**src/rtl/i2c_wb_sequencer.sv**
```systemverilog
// i2c_wb_sequencer: turns one I2C byte request into the IICMB register command
// sequence over a single-beat Wishbone master port and reports one response.
//
//   state       | meaning
//   ST_ENABLE   | write CSR=0xC0 (core + irq enable)
//   ST_IDLE     | ready for a request
//   ST_DPR_WR   | write the step operand to DPR
//   ST_CMD_WR   | write the step command to CMDR
//   ST_WAIT_IRQ | wait for the controller interrupt, with timeout
//   ST_STAT_RD  | read CMDR status (clears irq) and decide the next step
//   ST_DATA_RD  | read DPR to fetch the received byte
//   ST_RESP     | one-cycle response strobe
module i2c_wb_sequencer #(
    parameter int ADDR_WIDTH     = 2,
    parameter int DATA_WIDTH     = 8,
    parameter int TIMEOUT_CYCLES = 65535
) (
    input  logic                  clk_i,
    input  logic                  rst_i,
    input  logic                  irq_i,
    output logic                  cyc_o,
    output logic                  stb_o,
    input  logic                  ack_i,
    output logic [ADDR_WIDTH-1:0] adr_o,
    output logic                  we_o,
    output logic [DATA_WIDTH-1:0] dat_o,
    input  logic [DATA_WIDTH-1:0] dat_i,
    input  logic                  req_valid_i,
    output logic                  req_ready_o,
    input  logic                  req_rw_i,
    input  logic [3:0]            req_bus_i,
    input  logic [6:0]            req_addr_i,
    input  logic [7:0]            req_data_i,
    output logic                  rsp_valid_o,
    output logic [7:0]            rsp_data_o,
    output logic [1:0]            rsp_status_o
);

    localparam int CNT_W = (TIMEOUT_CYCLES > 2) ? $clog2(TIMEOUT_CYCLES) : 1;
    localparam logic [CNT_W-1:0] CNT_LAST = CNT_W'(TIMEOUT_CYCLES - 1);

    localparam logic [ADDR_WIDTH-1:0] REG_CSR  = ADDR_WIDTH'(0);
    localparam logic [ADDR_WIDTH-1:0] REG_DPR  = ADDR_WIDTH'(1);
    localparam logic [ADDR_WIDTH-1:0] REG_CMDR = ADDR_WIDTH'(2);

    typedef enum logic [2:0] {
        ST_ENABLE, ST_IDLE, ST_DPR_WR, ST_CMD_WR,
        ST_WAIT_IRQ, ST_STAT_RD, ST_DATA_RD, ST_RESP
    } state_t;

    typedef enum logic [2:0] {
        STEP_BUS, STEP_START, STEP_ADDR, STEP_DATA, STEP_STOP
    } step_t;

    state_t                state_q, state_d;
    step_t                 step_q, step_d;
    logic [CNT_W-1:0]      cnt_q, cnt_d;
    logic                  rw_q, rw_d;
    logic [3:0]            bus_q, bus_d;
    logic [6:0]            addr_q, addr_d;
    logic [7:0]            data_q, data_d;
    logic [7:0]            rd_byte_q, rd_byte_d;
    logic                  nak_q, nak_d;
    logic                  rerun_q, rerun_d;
    logic                  cyc_q, cyc_d;
    logic                  we_q, we_d;
    logic [ADDR_WIDTH-1:0] adr_q, adr_d;
    logic [DATA_WIDTH-1:0] dat_q, dat_d;
    logic [7:0]            rsp_data_q, rsp_data_d;
    logic [1:0]            rsp_status_q, rsp_status_d;

    logic                  acc_en;
    logic                  acc_we;
    logic [ADDR_WIDTH-1:0] acc_adr;
    logic [7:0]            acc_dat;
    logic [7:0]            step_operand;
    logic [7:0]            step_cmd;
    logic                  wb_done;

    assign cyc_o        = cyc_q;
    assign stb_o        = cyc_q;
    assign we_o         = we_q;
    assign adr_o        = adr_q;
    assign dat_o        = dat_q;
    assign req_ready_o  = (state_q == ST_IDLE);
    assign rsp_valid_o  = (state_q == ST_RESP);
    assign rsp_data_o   = rsp_data_q;
    assign rsp_status_o = rsp_status_q;

    // State, request and Wishbone output registers.
    always_ff @(posedge clk_i or posedge rst_i) begin
        if (rst_i) begin
            state_q      <= ST_ENABLE;
            step_q       <= STEP_BUS;
            cnt_q        <= '0;
            rw_q         <= 1'b0;
            bus_q        <= '0;
            addr_q       <= '0;
            data_q       <= '0;
            rd_byte_q    <= '0;
            nak_q        <= 1'b0;
            rerun_q      <= 1'b0;
            cyc_q        <= 1'b0;
            we_q         <= 1'b0;
            adr_q        <= '0;
            dat_q        <= '0;
            rsp_data_q   <= '0;
            rsp_status_q <= 2'b00;
        end else begin
            state_q      <= state_d;
            step_q       <= step_d;
            cnt_q        <= cnt_d;
            rw_q         <= rw_d;
            bus_q        <= bus_d;
            addr_q       <= addr_d;
            data_q       <= data_d;
            rd_byte_q    <= rd_byte_d;
            nak_q        <= nak_d;
            rerun_q      <= rerun_d;
            cyc_q        <= cyc_d;
            we_q         <= we_d;
            adr_q        <= adr_d;
            dat_q        <= dat_d;
            rsp_data_q   <= rsp_data_d;
            rsp_status_q <= rsp_status_d;
        end
    end

    // Next-state, step sequencing and single-beat Wishbone access control.
    always_comb begin
        state_d      = state_q;
        step_d       = step_q;
        cnt_d        = cnt_q;
        rw_d         = rw_q;
        bus_d        = bus_q;
        addr_d       = addr_q;
        data_d       = data_q;
        rd_byte_d    = rd_byte_q;
        nak_d        = nak_q;
        rerun_d      = rerun_q;
        cyc_d        = cyc_q;
        we_d         = we_q;
        adr_d        = adr_q;
        dat_d        = dat_q;
        rsp_data_d   = rsp_data_q;
        rsp_status_d = rsp_status_q;
        acc_en       = 1'b0;
        acc_we       = 1'b0;
        acc_adr      = REG_CSR;
        acc_dat      = 8'h00;
        wb_done      = 1'b0;

        case (step_q)
            STEP_BUS:  step_operand = {4'h0, bus_q};
            STEP_ADDR: step_operand = {addr_q, rw_q};
            default:   step_operand = data_q;
        endcase

        case (step_q)
            STEP_BUS:   step_cmd = 8'h06;
            STEP_START: step_cmd = 8'h04;
            STEP_ADDR:  step_cmd = 8'h01;
            STEP_DATA:  step_cmd = rw_q ? 8'h03 : 8'h01;
            default:    step_cmd = 8'h05;
        endcase

        case (state_q)
            ST_ENABLE:  begin acc_en = 1'b1; acc_we = 1'b1; acc_adr = REG_CSR;  acc_dat = 8'hC0; end
            ST_DPR_WR:  begin acc_en = 1'b1; acc_we = 1'b1; acc_adr = REG_DPR;  acc_dat = step_operand; end
            ST_CMD_WR:  begin acc_en = 1'b1; acc_we = 1'b1; acc_adr = REG_CMDR; acc_dat = step_cmd; end
            ST_STAT_RD: begin acc_en = 1'b1; acc_adr = REG_CMDR; end
            ST_DATA_RD: begin acc_en = 1'b1; acc_adr = REG_DPR; end
            default:    ;
        endcase

        // Launch from an idle bus, drop everything on the ack edge; the state
        // change on that edge guarantees one idle cycle before the next launch.
        if (acc_en) begin
            if (!cyc_q) begin
                cyc_d = 1'b1;
                we_d  = acc_we;
                adr_d = acc_adr;
                dat_d = DATA_WIDTH'(acc_dat);
            end else if (ack_i) begin
                cyc_d   = 1'b0;
                we_d    = 1'b0;
                adr_d   = '0;
                dat_d   = '0;
                wb_done = 1'b1;
            end
        end

        case (state_q)
            ST_ENABLE: begin
                if (wb_done) state_d = ST_IDLE;
            end
            ST_IDLE: begin
                if (req_valid_i) begin
                    rw_d         = req_rw_i;
                    bus_d        = req_bus_i;
                    addr_d       = req_addr_i;
                    data_d       = req_data_i;
                    rd_byte_d    = 8'h00;
                    nak_d        = 1'b0;
                    rsp_data_d   = 8'h00;
                    rsp_status_d = 2'b00;
                    step_d       = STEP_BUS;
                    state_d      = ST_DPR_WR;
                end
            end
            ST_DPR_WR: begin
                if (wb_done) state_d = ST_CMD_WR;
            end
            ST_CMD_WR: begin
                if (wb_done) begin
                    cnt_d   = '0;
                    state_d = ST_WAIT_IRQ;
                end
            end
            ST_WAIT_IRQ: begin
                if (irq_i) begin
                    state_d = ST_STAT_RD;
                end else if (cnt_q == CNT_LAST) begin
                    rsp_status_d = 2'b11;
                    rerun_d      = 1'b1;
                    state_d      = ST_RESP;
                end else begin
                    cnt_d = cnt_q + 1'b1;
                end
            end
            ST_STAT_RD: begin
                if (wb_done) begin
                    if (dat_i[4]) begin
                        rsp_status_d = 2'b11;
                        state_d      = ST_RESP;
                    end else if (dat_i[5]) begin
                        rsp_status_d = 2'b10;
                        state_d      = ST_RESP;
                    end else if (dat_i[6]) begin
                        // Only a NAK from the slave leaves the bus owned; release it first.
                        if (step_q == STEP_ADDR || (step_q == STEP_DATA && !rw_q)) begin
                            nak_d   = 1'b1;
                            step_d  = STEP_STOP;
                            state_d = ST_CMD_WR;
                        end else begin
                            rsp_status_d = 2'b01;
                            state_d      = ST_RESP;
                        end
                    end else if (dat_i[7]) begin
                        case (step_q)
                            STEP_BUS: begin
                                step_d  = STEP_START;
                                state_d = ST_CMD_WR;
                            end
                            STEP_START: begin
                                step_d  = STEP_ADDR;
                                state_d = ST_DPR_WR;
                            end
                            STEP_ADDR: begin
                                step_d  = STEP_DATA;
                                state_d = rw_q ? ST_CMD_WR : ST_DPR_WR;
                            end
                            STEP_DATA: begin
                                if (rw_q) begin
                                    state_d = ST_DATA_RD;
                                end else begin
                                    step_d  = STEP_STOP;
                                    state_d = ST_CMD_WR;
                                end
                            end
                            default: begin
                                rsp_status_d = nak_q ? 2'b01 : 2'b00;
                                rsp_data_d   = (rw_q && !nak_q) ? rd_byte_q : 8'h00;
                                state_d      = ST_RESP;
                            end
                        endcase
                    end else begin
                        rsp_status_d = 2'b11;
                        state_d      = ST_RESP;
                    end
                end
            end
            ST_DATA_RD: begin
                if (wb_done) begin
                    rd_byte_d = dat_i[7:0];
                    step_d    = STEP_STOP;
                    state_d   = ST_CMD_WR;
                end
            end
            ST_RESP: begin
                rerun_d = 1'b0;
                state_d = rerun_q ? ST_ENABLE : ST_IDLE;
            end
            default: state_d = ST_ENABLE;
        endcase
    end

endmodule

```
**config.mk**
```make
export PLATFORM = sky130hd
export DESIGN_NAME = i2c_wb_sequencer
export DESIGN_NICKNAME = d
export VERILOG_FILES = /design/src/rtl/i2c_wb_sequencer.sv
export SDC_FILE = /design/constraint.sdc
export NUM_CORES = 1
export LEC_CHECK = 0
export CORE_UTILIZATION = 48
export CTS_BUF_LIST = sky130_fd_sc_hd__clkbuf_4 sky130_fd_sc_hd__clkbuf_8 sky130_fd_sc_hd__clkbuf_16
export CTS_CLUSTER_DIAMETER = 60
export DETAILED_ROUTE_END_ITERATION = 6
export PLACE_DENSITY = 0.76
export SYNTH_ARGS = -nofsm -noshare
export SYNTH_HDL_FRONTEND = slang
export SYNTH_SLANG_ARGS = --single-unit
```
**constraint.sdc**
```tcl
create_clock -name clk_i -period 2.3 [get_ports clk_i]
set_input_delay 0.46 -clock clk_i [delete_from_list [all_inputs] [get_ports clk_i]]
set_output_delay 0.46 -clock clk_i [all_outputs]
set_load 0.05 [all_outputs]
```
* After elaboration in Yosys (flattened, before gate mapping) *
Cells that the tools add are included.

cells by class
  equal/unequal tests = 35
  multiplexer cells = 82
  reductions and logical operators = 28
  add/sub/neg operators = 1

operator list
  cell                                           count
  2-to-1 mux 8 bit                               11
  2-to-1 mux 3 bit                               21
  2-to-1 mux 16 bit                              3
  case mux 8 bit (2 select lines)                3
  case mux 3 bit (4 select lines)                3
  != test 2 bit, second input constant           16
  case mux 16 bit (2 select lines)               1
  2-to-1 mux 2 bit                               13
  case mux 8 bit (3 select lines)                1
  case mux 3 bit (7 select lines)                1
  2-to-1 mux 1 bit                               20
  adder 16 x 1 -> 16 bit, second input constant  1
  == test 16 bit, second input constant          1
  AND reduction 7 bit                            2
  == test 3 x 2 -> 1 bit, second input constant  4
  == test 3 bit, second input constant           4
  AND reduction 10 bit                           1
  != test 3 bit, second input constant           3
  case mux 3 bit (3 select lines)                1
  AND reduction 8 bit                            1
  nonzero test 2 bit                             4
  == test 3 x 1 -> 1 bit, second input constant  2
  zero test 3 bit                                2
  != test 6 x 4 -> 1 bit, second input constant  1
  other kinds (19)                               26

word-level totals
  input bits = 33
  register bits after elaboration = 74
  word-level logic and storage cells = 162
  output and inout port bits = 25

* Logic depth before layout (Yosys ltp) *
  depth after elaboration = 10
  gate-level depth with buffers = 7

* Worst setup path after synthesis *
OpenSTA, ideal clock, no wires.

  path type = input to register
  from = input port irq_i
  to = register rsp_status_q[0], in the netlist rsp_status_o[0]
  path buffers = 0
  setup slack = 325 ps
  arrival = 1848 ps
  cell stages on the path = 4
  required time = 2172 ps
  cell sequence = or4b_4 or3_4 a21oi_2 mux2_1

on the way
  cells in the longest elaborated chain, start to end = 2

RTL lines
  element                        RTL line  text
  start: declaration             20        input logic irq_i,
  != test 2 bit (no line)        -
  AND reduction 7 bit (no line)  -
  end signal: assignment         125       rsp_status_q <= rsp_status_d;
  end: declaration               70        logic [1:0] rsp_status_q, rsp_status_d;

Every way passes these cells.
A chain may end at the register's enable or synchronous reset.

* Worst setup path in the final report *
  from = register cyc_q, in the netlist cyc_o
  to = output port cyc_o

RTL lines
  element                   RTL line  text
  start: declaration        65        logic cyc_q, cyc_d;
  start signal: assignment  120       cyc_q <= cyc_d;
  end: declaration          21        output logic cyc_o,

No word-level cell between the ends.

==> qor.csv <==
metric;value;unit
status;complete, no violations;
post-synthesis adder-cell area fraction;0.00682;
placer congestion estimate;0.840;
switching pwr;1.95;mW
Min-Delay Path Depth;2;
Synth Area in Compound Gates;0.130;
sequential power share;0.374;
largest net degree at the start of global routing;40;
htree depth;3;
Leak;2.03;nW
Worst R2R Start;state_q[0];
reg2reg path depth;7;
Die Footprint;8000;um2
hold path start;rsp_data_o[0];
Worst-path clk slew;0.08;ns
share of cells above drive strength 1;0.154;
max_slew headroom;0.606;
dpl ws;-0.203;ns
post-layout min period;2.20;ns
Synth area leader;dfrtp_1;
Worst Setup End Kind;primary output;
starting DRC count in detailed routing;181;
clk_lat worst skew;0.35;ns
reg2reg end;rsp_status_o[1];
core area;7330;um2
number of iterations in the first detailed-routing pass;4;
Mapped Cells;374;
critical path peak fanout;9;
PortBufs;57;
skew final;0.00897;ns
detailed-route wire length per cell;14.6;um
CP required;1.84;ns
WS Path Type;register to primary output;
WL final;8030;um
Crit path buffers/inverters;1;
first-pass GRT wire length;13200;um
Tot Pwr;5.13;mW
GR Util All Layers;0.219;
Pwr Density;1090;nW/um2
chip width;89.4;um
Post-route DRC;0;
ys flop type;dfrtp_1;
vias in the first global route;2739;
Hold Vio Cnt, Final;0;
Num CTS Buffers;9;
max incr delay on CP;0.90;ns
FILL cells;599;
WHS;0.483;ns
CTS tree;done;
DP Wirelength;5780;um
Synthesized Nets;409;
f_max;455;MHz
# clock sinks;74;
Clk pwr share;0.217;
CP delay by family, top;buffers and inverters;
flop2flop setup slack;0.18;ns
CTS Hold Bufs;0;
initial core utilization;0.501;
Sw Share;0.380;
Hold Crit Endpoint;rsp_data_o[0];
initial antenna violation count;0;
Crit-path slowest cell;clkdlybuf4s50_1;
CP Cell Sequence;clkdlybuf4s50_1;
post-synthesis cell area;3670;um2
Setup crit start kind;register;
routed vias/inst;5.43;
Layout Nets;479;
DR vias;2975;
clock tree buffer depth;2;
Seq/Total Area, Yosys;0.505;
synthesized flop and latch total;74;
site row count;31;
post-route setup slack;0.100;ns
DRT antenna net count;0;
syn avg cell area;9.81;um2
I/O pin cnt;58;
Simple-Gate Fraction of Synth Area;0.206;
worst min path class;register to register;
Slew Limit Fails;0;
yosys warns;0;
synth top area cells;dfrtp_1, mux2_2, o21ai_0;
Synth cell types;52;
CP arrival;1.74;ns
Post-CTS Setup Bufs;0;
Die Y;89.4;um
maximum vdd drop;0.848;mV
Setup Viol. Count Final;0;
root buffer cell;clkbuf_8;
ys async rst share;1.00;
post_cts resized;0;
post-synthesis mux area share;0.0818;
internal power;3.18;mW
Worst-Margin Slew;0.589;ns
Period Utilization, post-route;0.956;
Post-synth EDFFs;0;
Comb power frac;0.409;
RSZ-0062 raised after global routing;false;
max_cap viols;0;
largest family of logic cells by synthesized area;simple AND/OR/NAND/NOR gates;
number of diodes;0;
Area growth, synth to finish;27.8;%
Synth Area in XOR/XNOR;0.0358;
total gr overflow;0;
post-synth top area share;0.505;
[state kept, by name, indices dropped and copies added (netlist names), 2 cells and up]
register,count
addr_q,7
adr_o,2
bus_q,4
cnt_q,16
dat_o,8
data_q,8
rd_byte_q,8
rsp_data_o,8
rsp_status_o,2
state_q,3
step_q,3
[cell type report]
class                      instances  area (um2)  share of cell area
sequential                        74        1850               0.395
multi-input combinational        267        1690               0.360
timing repair buffer              76         746               0.159
clock buffer                      11         139              0.0296
tap                               99         124              0.0264
clock inverter                     5        78.8              0.0168
inverter                          16        63.8              0.0136
[metrics by stage]
step	utilization	instance area (um2)	TNS, ns	instances
2_1_floorplan	-	3670	0	374
3_3_place_gp	0.610	4470	-0.492	532
3_5_place_dp	0.610	4470	-0.652	532
4_1_cts	0.640	4690	0	548
5_1_grt	0.640	4690	0	548
6_report	0.640	4690	0	548
[kinds of logic after synthesis]
family | after synthesis
mux | 27
buf+inv | 33
compound gates | 80
xor+xnor | 15
flops | 74
fa+ha+maj | 2
simple gates | 143
[synthesized netlist by cell type, types with 7 or more instances]
| library cell | instances |
|---|---|
| nand3_1 | 20 |
| o21ai_0 | 40 |
| clkbuf_1 | 10 |
| a21oi_1 | 9 |
| nor2_1 | 25 |
| dfrtp_1 | 74 |
| nand2_1 | 46 |
| xor2_1 | 9 |
| and3_1 | 7 |
| inv_1 | 16 |
| mux2_2 | 21 |
[cell usage in the layout (no fill, tap or decap), drive strengths merged, types with 4 or more instances in the layout]
master         count
nand2b             6
xor2               9
nand4              6
a21oi             10
o21ai             45
nand2             46
nor3               4
a22o               5
nor2              25
xnor2              6
and3               7
inv               15
clkbuf            11
mux2              24
dfrtp             74
nand3             20
buf               21
a31oi              6
nor2b              6
clkdlybuf4s50     55
[routing by layer]
layer	share of wire	vias to the layer above	routed length, um	track usage
li1	-	1457	-	-
met1	0.46	1420	3720	0.295
met2	0.46	84	3710	0.340
met3	0.054	14	436	0.0536
met4	0.020	0	161	0.0909
met5	0	-	0	0
[worst max-delay path by stage]
stage | from | end | slack (ns) | depth (start not counted)
after floorplan | irq_i | rsp_status_o[0] | 0.32 | 4
after global placement | irq_i | rsp_status_o[1] | -0.16 | 5
after detailed placement | irq_i | rsp_status_o[1] | -0.20 | 5
after CTS | cyc_o | cyc_o | 0.09 | 1
after global routing | cyc_o | cyc_o | 0.04 | 1
final | cyc_o | cyc_o | 0.10 | 1
[power groups by stage]
stage,clock [mW],combinational (mW),sequential [mW]
after floorplan,0,1.17,2.15
after global placement,0,2.06,1.92
after detailed placement,0,2.10,1.94
after CTS,1.14,2.11,1.92
after global routing,1.19,2.29,1.97
final,1.11,2.10,1.92
Power figures use the tool's default switching activity.
